===== src/rtl/uart_tx_frame.sv =====
// UART transmit framer: start bit, LSB-first data, optional parity bit, one or two stop bits.
// The parity state and parity logic are built only when UART_TX_PARITY_EN is defined.
module uart_tx_frame #(
  parameter int DATA_WIDTH = 8,
  parameter int STOP_BITS  = 1
) (
  input  logic                  CLK,
  input  logic                  RST,
  input  logic                  baud_tick,
  input  logic [DATA_WIDTH-1:0] p_data,
  input  logic                  data_valid,
  input  logic                  par_en,
  input  logic                  par_typ,
  output logic                  data_ack,
  output logic                  busy,
  output logic                  tx_out
);
  localparam int               CNT_W     = $clog2(DATA_WIDTH);
  localparam logic [CNT_W-1:0] LAST_BIT  = CNT_W'(DATA_WIDTH - 1);
  localparam logic             LAST_STOP = 1'(STOP_BITS - 1);

  typedef enum logic [2:0] {
    S_IDLE   = 3'd0,
    S_START  = 3'd1,
    S_DATA   = 3'd2,
    S_PARITY = 3'd3,
    S_STOP   = 3'd4
  } state_e;

  state_e                  state_q, state_d;
  logic [DATA_WIDTH-1:0]   shift_q, shift_d;
  logic [CNT_W-1:0]        bit_cnt_q, bit_cnt_d;
  logic                    stop_cnt_q, stop_cnt_d;
  logic                    tx_q, tx_d;
  logic                    busy_q, busy_d;
  logic                    ack_q, ack_d;
  logic                    accept_s;

`ifdef UART_TX_PARITY_EN
  logic                    par_en_q, par_en_d;
  logic                    par_bit_q, par_bit_d;

  function automatic logic calc_parity(input logic [DATA_WIDTH-1:0] data, input logic odd);
    return (^data) ^ odd;
  endfunction
`else
  logic                    unused_par_s;
  assign unused_par_s = par_en ^ par_typ;
`endif

  // A word is taken on a tick from IDLE or from the final stop-bit tick
  always_comb begin
    accept_s = 1'b0;
    if (baud_tick && data_valid) begin
      accept_s = (state_q == S_IDLE) ||
                 ((state_q == S_STOP) && (stop_cnt_q == LAST_STOP));
    end else begin
      accept_s = 1'b0;
    end
  end

  // Frame sequencing; every transition waits for a baud tick
  always_comb begin
    state_d    = state_q;
    shift_d    = shift_q;
    bit_cnt_d  = bit_cnt_q;
    stop_cnt_d = stop_cnt_q;
`ifdef UART_TX_PARITY_EN
    par_en_d   = par_en_q;
    par_bit_d  = par_bit_q;
`endif
    if (accept_s) begin
      state_d    = S_START;
      shift_d    = p_data;
      bit_cnt_d  = '0;
`ifdef UART_TX_PARITY_EN
      par_en_d   = par_en;
      par_bit_d  = calc_parity(p_data, par_typ);
`endif
    end else if (baud_tick) begin
      case (state_q)
        S_IDLE:  state_d = S_IDLE;
        S_START: begin
          state_d   = S_DATA;
          bit_cnt_d = '0;
        end
        S_DATA: begin
          if (bit_cnt_q == LAST_BIT) begin
            stop_cnt_d = 1'b0;
`ifdef UART_TX_PARITY_EN
            state_d    = par_en_q ? S_PARITY : S_STOP;
`else
            state_d    = S_STOP;
`endif
          end else begin
            shift_d   = shift_q >> 1;
            bit_cnt_d = bit_cnt_q + 1'b1;
          end
        end
        S_PARITY: begin
          state_d    = S_STOP;
          stop_cnt_d = 1'b0;
        end
        S_STOP: begin
          if (stop_cnt_q == LAST_STOP) begin
            state_d = S_IDLE;
          end else begin
            stop_cnt_d = 1'b1;
          end
        end
        default: state_d = S_IDLE;
      endcase
    end else begin
      state_d = state_q;
    end
  end

  // Output values are derived from the next state so the pins are registered
  always_comb begin
    busy_d = (state_d != S_IDLE);
    ack_d  = accept_s;
    tx_d   = 1'b1;
    case (state_d)
      S_START:  tx_d = 1'b0;
      S_DATA:   tx_d = shift_d[0];
`ifdef UART_TX_PARITY_EN
      S_PARITY: tx_d = par_bit_d;
`endif
      default:  tx_d = 1'b1;
    endcase
  end

  // State and output registers; reset drops any frame in flight
  always_ff @(posedge CLK or negedge RST) begin
    if (!RST) begin
      state_q    <= S_IDLE;
      shift_q    <= '0;
      bit_cnt_q  <= '0;
      stop_cnt_q <= 1'b0;
      tx_q       <= 1'b1;
      busy_q     <= 1'b0;
      ack_q      <= 1'b0;
`ifdef UART_TX_PARITY_EN
      par_en_q   <= 1'b0;
      par_bit_q  <= 1'b0;
`endif
    end else begin
      state_q    <= state_d;
      shift_q    <= shift_d;
      bit_cnt_q  <= bit_cnt_d;
      stop_cnt_q <= stop_cnt_d;
      tx_q       <= tx_d;
      busy_q     <= busy_d;
      ack_q      <= ack_d;
`ifdef UART_TX_PARITY_EN
      par_en_q   <= par_en_d;
      par_bit_q  <= par_bit_d;
`endif
    end
  end

  assign tx_out   = tx_q;
  assign busy     = busy_q;
  assign data_ack = ack_q;

endmodule

===== config.mk =====
export PLATFORM = sky130hd
export DESIGN_NAME = uart_tx_frame
export DESIGN_NICKNAME = d
export VERILOG_FILES = /design/src/rtl/uart_tx_frame.sv
export SDC_FILE = /design/constraint.sdc
export NUM_CORES = 1
export LEC_CHECK = 0
export CELL_PAD_IN_SITES_DETAIL_PLACEMENT = 1
export CELL_PAD_IN_SITES_GLOBAL_PLACEMENT = 2
export CORE_AREA = 2 2 58 60
export CTS_CLUSTER_SIZE = 24
export DETAILED_ROUTE_END_ITERATION = 8
export DIE_AREA = 0 0 60 62
export PLACE_DENSITY_LB_ADDON = 0.1
export SYNTH_ARGS = -nofsm -noshare
export SYNTH_HDL_FRONTEND = slang
export SYNTH_SLANG_ARGS = --single-unit

===== constraint.sdc =====
create_clock -name CLK -period 1.7 [get_ports CLK]
set_clock_uncertainty 0.2 [all_clocks]
set_input_delay 0.34 -clock CLK [delete_from_list [all_inputs] [get_ports CLK]]
set_output_delay 0.34 -clock CLK [all_outputs]
set_load 0.05 [all_outputs]

== Yosys cells after proc, flatten, opt, wreduce, memory -nomap -nowiden ==
Index checks and enable logic that the tools add are counted.

* Bits in registers: 18
* Input bits: 14
* Output and inout port bits: 3
* Word-level logic and storage cells: 51

* Add/sub/neg operators: 1
* Eq/ne operators: 10
* Mux-type cells: 18
* Bitwise logic cells: 2
* Reductions and logical operators: 12

{| class="wikitable"
|+ Operators with widths
! cell !! count
|-
| $mux 8 || 4
|-
| $mux 3 || 7
|-
| $pmux 3 s4 || 1
|-
| $eq 3x2->1 const B || 3
|-
| $reduce_bool 3->1 || 3
|-
| $eq 3x1->1 const B || 2
|-
| $eq 3x3->1 const B || 2
|-
| $pmux 3 s2 || 1
|-
| $reduce_and 3->1 || 2
|-
| $ne 2x2->1 const B || 2
|-
| $reduce_and 4->1 || 1
|-
| $reduce_bool 2->1 || 2
|-
| $add 3x1->3 const B || 1
|-
| $logic_not 3->1 || 1
|-
| $mux 1 || 3
|-
| $ne 3x3->1 const B || 1
|-
| $pmux 1 s3 || 1
|-
| $logic_and 1x1->1 || 2
|-
| $not 1->1 || 2
|-
| $pmux 1 s2 || 1
|-
| $logic_or 1x1->1 || 1
|}

== Depth between registers and ports, before layout ==
Gate-level depths: netlist of the first run.

* Depth after elaboration: 7
* Depth in mapped cells: 6
* Mapped depth without buffers: 6

== Worst setup path after synthesis of the first run ==
Ideal clock, no wire load.

* Path kind: reg2reg
* Start: register bit_cnt_q[0]
* End: register bit_cnt_q[1]
* Library setup time: 0.121 ns
* Arrival time: 1.539 ns
* Required time: 1.379 ns
* Setup slack: -0.159 ns
* Cell stages (with the launch flop): 7
* Buffers on the path: 0
* Cell sequence: dfrtp_1 -> ha_1 -> ha_1 -> or3b_1 -> a21o_1 -> a22oi_1 -> nor2_1

* Longest elaborated chain between the ends: 5

{| class="wikitable"
|+ Ends and longest elaborated chain
! item !! line !! text
|-
| start, declared || 32 || <nowiki>logic [CNT_W-1:0] bit_cnt_q, bit_cnt_d;</nowiki>
|-
| start signal, assigned || 150 || <nowiki>bit_cnt_q <= bit_cnt_d;</nowiki>
|-
| $add 3x1->3 || 97 || <nowiki>bit_cnt_d = bit_cnt_q + 1'b1;</nowiki>
|-
| $mux 3 || 88 || <nowiki>if (bit_cnt_q == LAST_BIT) begin</nowiki>
|-
| $pmux 3 s2 || 81 || <nowiki>case (state_q)</nowiki>
|-
| $mux 3 || 80 || <nowiki>end else if (baud_tick) begin</nowiki>
|-
| $mux 3 || 72 || <nowiki>if (accept_s) begin</nowiki>
|}

Parallel ways exist; a longest one is shown, timed or not. The select of a mux whose other input is x is not followed.
A chain may end at the register's enable or synchronous reset.

== Worst setup path in the final report of the first run ==
* Start: register bit_cnt_q[0]
* End: register shift_q[3]

* Longest elaborated chain between the ends: 3

{| class="wikitable"
|+ Ends and longest elaborated chain
! item !! line !! text
|-
| $eq 3x3->1 || 88 ||
|-
| $ne 2x2->1 (no line) || n/a ||
|-
| $reduce_and 3->1 (no line) || n/a ||
|-
| end signal, assigned || 149 || <nowiki>shift_q <= shift_d;</nowiki>
|-
| end, declared || 31 || <nowiki>logic [DATA_WIDTH-1:0] shift_q, shift_d;</nowiki>
|}

No other way between the ends.

==> results.md, run 1 <==
- Die area: 3720 sq um
- TNS Setup: -1.33 ns
- Pre-CTS WS: -0.312 ns
- Fin. Hold Viols: 0
- Post-Layout Cell Count: 152
- I/O pin count: 17
- Maximum vdd drop: 405 uV
- Worst-Margin Slew: 0.520 ns
- Final WL: 1910 um
- Status: complete, but fails checks
- P&R area growth vs syn: 54.1%
- Family with the most delay on the worst path: compound AO/OA/AOI/OAI gates
- RSZ-0062 raised after global routing: yes
- Starting Density: 0.253
- Initial antenna violation count: 0
- Worst path depth: 6
- Vias in the first global route: 686
- Htree depth: 1
- Standby leakage power: 0.548 nW
- CP max stage delay: 0.40 ns
- Fmax: 0.532 GHz
- Synth Flop Type: dfrtp_1
- Most frequent cell after synthesis: dfrtp_1
- Post-synth top cells: 16 x dfrtp_1, 8 x inv_1, 7 x nor2_1, 5 x a222oi_1, 4 x nand2_1
- Core Region: 3180 sq um
- Mean area per synthesized cell: 10.7 sq um
- R2R Path Start: bit_cnt_q[0]$_DFFE_PN0P_
- Tcrit/Tclk final: 1.11
- Max cap viols: 0
- CTS buffer count: 3
- CP max-delay cell: dfrtp_1
- Kind of critical path: reg -> reg
- Crit path arrival time: 1.87 ns
- Number of flops mapped to enable cells by yosys: 0
- Hold Slack: 0.155 ns
- Crit end category: register
- WP buf/inv: 1
- FF-to-FF path depth: 6
- DP HPWL: 1380 um
- Final ANT Viol Nets: 0
- Period minus WS final: 1.88 ns
- Post-route cell area: 1240 sq um
- Tot GR Track Use: 0.117
- Placed Instances: 144
- R2R Setup Slk: -0.18 ns
- Clock slew seen by the registers of the worst setup and hold paths: 0.10 ns
- Yosys cell types: 31
- Register area share after synthesis: 0.530
- Yosys Warn Count: 0
- Worst-Skew Late Latency: 0.30 ns
- Synth top area cells: dfrtp_1 50%, a222oi_1 6.2%, inv_1 3.7%, dfstp_2 3.3%, nor2_1 3.3%
- PortBufs: 14
- Net count after synthesis: 91
- Diodes inserted: 0
- Worst hold-check path type: in -> async
- Fin util: 0.390
- Power Dens Cells: 1440 nW/um^2
- CTS max path bufs: 2
- Req. time, crit path: 1.69 ns
- DP Area: 1110 sq um
- Crit-path cells: ha_2 -> ha_4 -> nor3b_2 -> o211ai_1 -> a222oi_1 -> inv_1
- Synth Instances: 75
- CP Max Fanout: 5
- Initial drt markers: 42
- Seq cells post-synth: 17
- Share of cells above drive strength 1: 0.349
- Fraction of registers with async set or reset after synthesis: 1.00
- R2R Path End: shift_q[3]$_DFFE_PN0P_
- # clock sinks: 17
- Vias per Instance: 4.43
- CTS Root Cell: clkbuf_4
- Largest net degree at the start of global routing: 18
- Worst setup margin: -0.180 ns
- Dominant cell type by area after synthesis: dfrtp_1
- Slew headroom: 0.652
- First-pass GRT wire length: 3120 um
- Residual DRC: 0
- Final setup vio count: 10
- Remaining global-route overflow: 0
- Vias: 674
- WL/cell: 12.6 um
- Die Ht: 62 um
- Power Total: 1.79 mW
- CTS tree: done
- Slew Viols, Final: 0
- DRT Pass-1 Iters: 4
- Fin nets: 123
- Startpoint Class: register
- Violated checks: negative setup slack
- Die width: 60 um
- Area share of the largest cell type after synthesis: 0.498
- Synth Cell Area: 805 sq um
- FP Rows: 21
- Final RePlAce weighted congestion: 0.764
state kept, by name (all words and copies together) (netlist names):
name	count
data_ack	1
bit_cnt_q	3
state_q	3
shift_q	8
busy	1
tx_out	1
report_power, final:
group / switching, mW / internal (mW) / leakage, nW
registers: 0.136 / 0.574 / 0.214
clock network: 0.134 / 0.0915 / 0.0150
logic: 0.399 / 0.454 / 0.318
repair_timing:
| action | CTS | global route |
|---|---|---|
| hold buffers | 0 | 0 |
| buffers inserted | 4 | 0 |
| pin swaps | 8 | 8 |
| resized for setup | 7 | 5 |
| setup endpoints to repair | 11 | 13 |
routing by layer:
metal | up-vias | share of wire | GRT usage | wire length, um
met5 | - | 0 | 0 | 0
met4 | 0 | 0.021 | 0.0571 | 41
met3 | 5 | 0.049 | 0.0331 | 94
met2 | 17 | 0.47 | 0.186 | 901
met1 | 323 | 0.46 | 0.145 | 874
li1 | 329 | - | - | -
worst max-delay path by stage:
stage | start | end | slack (ns)
after floorplan | bit_cnt_q[0]$_DFFE_PN0P_ | bit_cnt_q[1]$_DFFE_PN0P_ | -0.05
after global placement | data_valid | shift_q[4]$_DFFE_PN0P_ | -0.29
after detailed placement | data_valid | shift_q[6]$_DFFE_PN0P_ | -0.31
after CTS | bit_cnt_q[0]$_DFFE_PN0P_ | shift_q[3]$_DFFE_PN0P_ | -0.24
after global routing | bit_cnt_q[0]$_DFFE_PN0P_ | shift_q[5]$_DFFE_PN0P_ | -0.27
final | bit_cnt_q[0]$_DFFE_PN0P_ | shift_q[3]$_DFFE_PN0P_ | -0.18
logic make-up (layout without fill, tap and decap cells):
group	count (synthesis)	count (layout)	share of synthesized area
flops	17	17	0.530
simple gates	21	21	0.143
buf+inv	13	44	0.0762
mux	2	2	0.0249
compound gates	20	20	0.194
fa+ha+maj	2	2	0.0311
final cells by class:
class / instances / area, sq um
fillers: 352 / 1940
flip-flops and latches: 17 / 427
multi-input cells: 45 / 394
repair buffers: 30 / 298
well taps: 46 / 57.6
inverters: 10 / 37.5
clock buffers: 4 / 26.3
placed cells by master, fill, tap and decap left out:
cell type	n
dfrtp_1	16
buf_4	14
clkdlybuf4s50_1	11
inv_1	8
nor2_1	7
a222oi_1	5
nand2_1	4
nand2b_1	3
clkbuf_4	3
buf_12	3
inv_2	2
o21ai_0	2
o211ai_1	2
o21ai_1	2
a22oi_2	2
mux2i_1	2
buf_6	2
nor2b_1	1
nand3_2	1
o31ai_4	1
a21oi_2	1
nand3b_1	1
nor3_4	1
o2bb2ai_4	1
nor3_2	1
a32oi_1	1
o22ai_1	1
o31ai_2	1
nor3b_2	1
or3b_1	1
a21o_1	1
ha_2	1
ha_4	1
clkbuf_1	1
dfstp_2	1
Note: power is estimated with default switching activity, not from simulation.
==> run 2: changes to the inputs <==
--- a/config.mk
+++ b/config.mk
@@ -7,10 +7,10 @@
 export LEC_CHECK = 0
 export CELL_PAD_IN_SITES_DETAIL_PLACEMENT = 1
 export CELL_PAD_IN_SITES_GLOBAL_PLACEMENT = 2
-export CORE_AREA = 2 2 58 60
+export CORE_AREA = 2 2 55 57
 export CTS_CLUSTER_SIZE = 24
 export DETAILED_ROUTE_END_ITERATION = 8
-export DIE_AREA = 0 0 60 62
+export DIE_AREA = 0 0 57 59
 export PLACE_DENSITY_LB_ADDON = 0.1
 export SYNTH_ARGS = -nofsm -noshare
 export SYNTH_HDL_FRONTEND = slang
==> constraint.sdc (replaced) <==
create_clock -name CLK -period 1.95 [get_ports CLK]
set_clock_uncertainty 0.2 [all_clocks]
set_input_delay 0.39 -clock CLK [delete_from_list [all_inputs] [get_ports CLK]]
set_output_delay 0.39 -clock CLK [all_outputs]
set_load 0.05 [all_outputs]
==> run 2 against run 1 <==
The run now ends clean. Die area decreased by 9.6%. Setup slack gained 0.23 ns. Design area is 10% lower. Fmax is 1.1% lower. Critical path type unchanged.
==> results.md, run 2 (synthesized netlist as in run 1, its figures left out) <==
- Share of cells above drive strength 1: 0.272 (was 0.349)
- Vias in the first global route: 733 (was 686)
- Max Used Layer: met4 (unchanged)
- Period minus WS final: 1.90 ns (was 1.88 ns)
- Area taken by multi-input logic gates: 337 sq um (was 394 sq um)
- PortBufs: 14 (unchanged)
- CTS buffer count: 3 (unchanged)
- Fmax: 0.526 GHz (was 0.532 GHz)
- M1 WL: 840 um (was 874 um)
- Slew headroom: 0.709 (was 0.652)
- Hold Buf Count CTS: 0 (unchanged)
- Worst-Skew Late Latency: 0.29 ns (was 0.30 ns)
- Maximum vdd drop: 676 uV (was 405 uV)
- Status: finished clean (was complete, but fails checks)
- Initial antenna violation count: 0 (unchanged)
- Fin nets: 120 (was 123)
- DP HPWL: 1340 um (was 1380 um)
- CP max stage delay: 0.40 ns (about the same)
- # clock sinks: 17 (unchanged)
- Final ANT Viol Nets: 0 (unchanged)
- Diodes inserted: 0 (unchanged)
- Die Ht: 59 um (was 62 um)
- Req. time, crit path: 1.93 ns (was 1.69 ns)
- Vias: 666 (was 674)
- Final setup vio count: 0 (was 10)
- DRT Pass-1 Iters: 4 (unchanged)
- Most frequent cells in the layout: 16 x dfrtp_1, 14 x buf_4, 11 x clkdlybuf4s50_1, 8 x inv_1, 7 x nor2_1 (unchanged)
- Final RePlAce weighted congestion: 0.635 (was 0.764)
- Kind of critical path: reg -> reg (unchanged)
- Initial drt markers: 61 (was 42)
- Residual DRC: 0 (unchanged)
- Final WL: 1900 um (was 1910 um)
- Met2 wire len: 961 um (was 901 um)
- Fin. Hold Viols: 0 (unchanged)
- Tot GR Track Use: 0.129 (was 0.117)
- Power Total: 1.44 mW (was 1.79 mW)
- Fin util: 0.410 (was 0.390)
- Htree depth: 1 (unchanged)
- Commonest non-fill, non-tap cell in the layout: dfrtp_1 (unchanged)
- Largest net degree at the start of global routing: 18 (unchanged)
- Max reg flops: 8 (unchanged)
- Core Region: 2710 sq um (was 3180 sq um)
- Die area: 3360 sq um (was 3720 sq um)
- Tcrit/Tclk final: 0.975 (was 1.11)
- WL/cell: 14.2 um (was 12.6 um)
- CP Max Fanout: 3 (was 5)
- First-pass GRT wire length: 3350 um (was 3120 um)
- Clock slew seen by the registers of the worst setup and hold paths: 0.11 ns (was 0.10 ns)
- Vias per Instance: 4.97 (was 4.43)
- P&R area growth vs syn: 38.3% (was 54.1%)
- Biggest regs: shift_q: 8 flops, bit_cnt_q: 3 flops, state_q: 3 flops (unchanged)
- Power Dens Cells: 1290 nW/um^2 (was 1440 nW/um^2)
- Fill count: 322 (was 352)
- Met3 wire length: 80 um (was 94 um)
- Slew Viols, Final: 0 (unchanged)
- Max cap viols: 0 (unchanged)
- Worst-Margin Slew: 0.435 ns (was 0.520 ns)
- Standby leakage power: 0.520 nW (was 0.548 nW)
- Biggest register: shift_q (unchanged)
- Worst hold-check path type: in -> async (unchanged)
- FP Rows: 19 (was 21)
- TNS Setup: 0 ns (was -1.33 ns)
- CTS Root Cell: clkbuf_4 (unchanged)
- Reg area: 427 sq um (unchanged)
- Crit end category: register (unchanged)
- CP max-delay cell: dfrtp_1 (unchanged)
- Remaining global-route overflow: 0 (unchanged)
- Starting Density: 0.297 (was 0.253)
- RSZ-0062 raised after global routing: yes (unchanged)
- Crit path arrival time: 1.88 ns (was 1.87 ns)
- CTS tree: done (unchanged)
- Crit-path cells: ha_2 -> ha_4 -> or3b_1 -> a21o_1 -> a22oi_1 -> nor2_1 (was ha_2 -> ha_4 -> nor3b_2 -> o211ai_1 -> a222oi_1 -> inv_1)
- I/O pin count: 17 (unchanged)
- CTS max path bufs: 2 (unchanged)
- Die width: 57 um (was 60 um)
- Startpoint Class: register (unchanged)
-- run 2: critical path: cells and delay by family, from the launching register on --
family | cells | cell delay, ns
compound gates | 2 | 0.37
fa+ha+maj | 2 | 0.37
flops | 1 | 0.40
simple gates | 2 | 0.46
-- run 2: where the power goes --
| part | internal [mW] | switching, mW |
|---|---|---|
| clock network | 0.0794 | 0.111 |
| logic | 0.315 | 0.319 |
| registers | 0.500 | 0.111 |
| total | 0.894 | 0.541 |
-- run 2: stage by stage --
step | cell area (sq um) | cells | hold slack (ns) | worst slack, ns
global placement | 1050 | 128 | 0.279 | -0.0842
floorplan | 805 | 75 | -0.106 | 0.0906
detailed placement | 1050 | 128 | 0.283 | -0.0976
finish | 1110 | 134 | 0.214 | 0.0490
global route | 1110 | 134 | 0.224 | -0.0554
CTS | 1090 | 133 | 0.220 | 0.0174
-- run 2: layer usage --
| layer | vias up | track usage |
|---|---|---|
| li1 | 322 | - |
| met1 | 329 | 0.160 |
| met2 | 13 | 0.232 |
| met3 | 2 | 0.0218 |
| met4 | 0 | 0.0399 |
| met5 | - | 0 |
-- run 2: timing repair --
action,in CTS,in global routing
setup endpoints to repair,7,11
gates resized for setup,2,3
pin swaps,3,5
buffers inserted,1,1
-- run 2: path summary, 6_finish.rpt --
| path | to | from | cells after the start | slack, ns |
|---|---|---|---|---|
| max in group asynchronous | tx_out$_DFF_PN1_ | RST | 2 | 1.08 |
| setup reg to reg | bit_cnt_q[2]$_DFFE_PN0P_ | bit_cnt_q[1]$_DFFE_PN0P_ | 6 | 0.05 |
| setup / recovery | bit_cnt_q[2]$_DFFE_PN0P_ | bit_cnt_q[1]$_DFFE_PN0P_ | 6 | 0.05 |
| hold / removal | state_q[0]$_DFF_PN0_ | RST | 2 | 0.21 |
| min in group CLK | shift_q[2]$_DFFE_PN0P_ | shift_q[3]$_DFFE_PN0P_ | 2 | 0.31 |
| hold reg to reg | shift_q[2]$_DFFE_PN0P_ | shift_q[3]$_DFFE_PN0P_ | 2 | 0.31 |
-- run 2: cell type report --
type	instances	share of cell area
repair buffers	27	0.222
multi-input cells	45	0.303
inverters	10	0.0337
well taps	31	0.0349
clock buffers	4	0.0236
flip-flops and latches	17	0.384
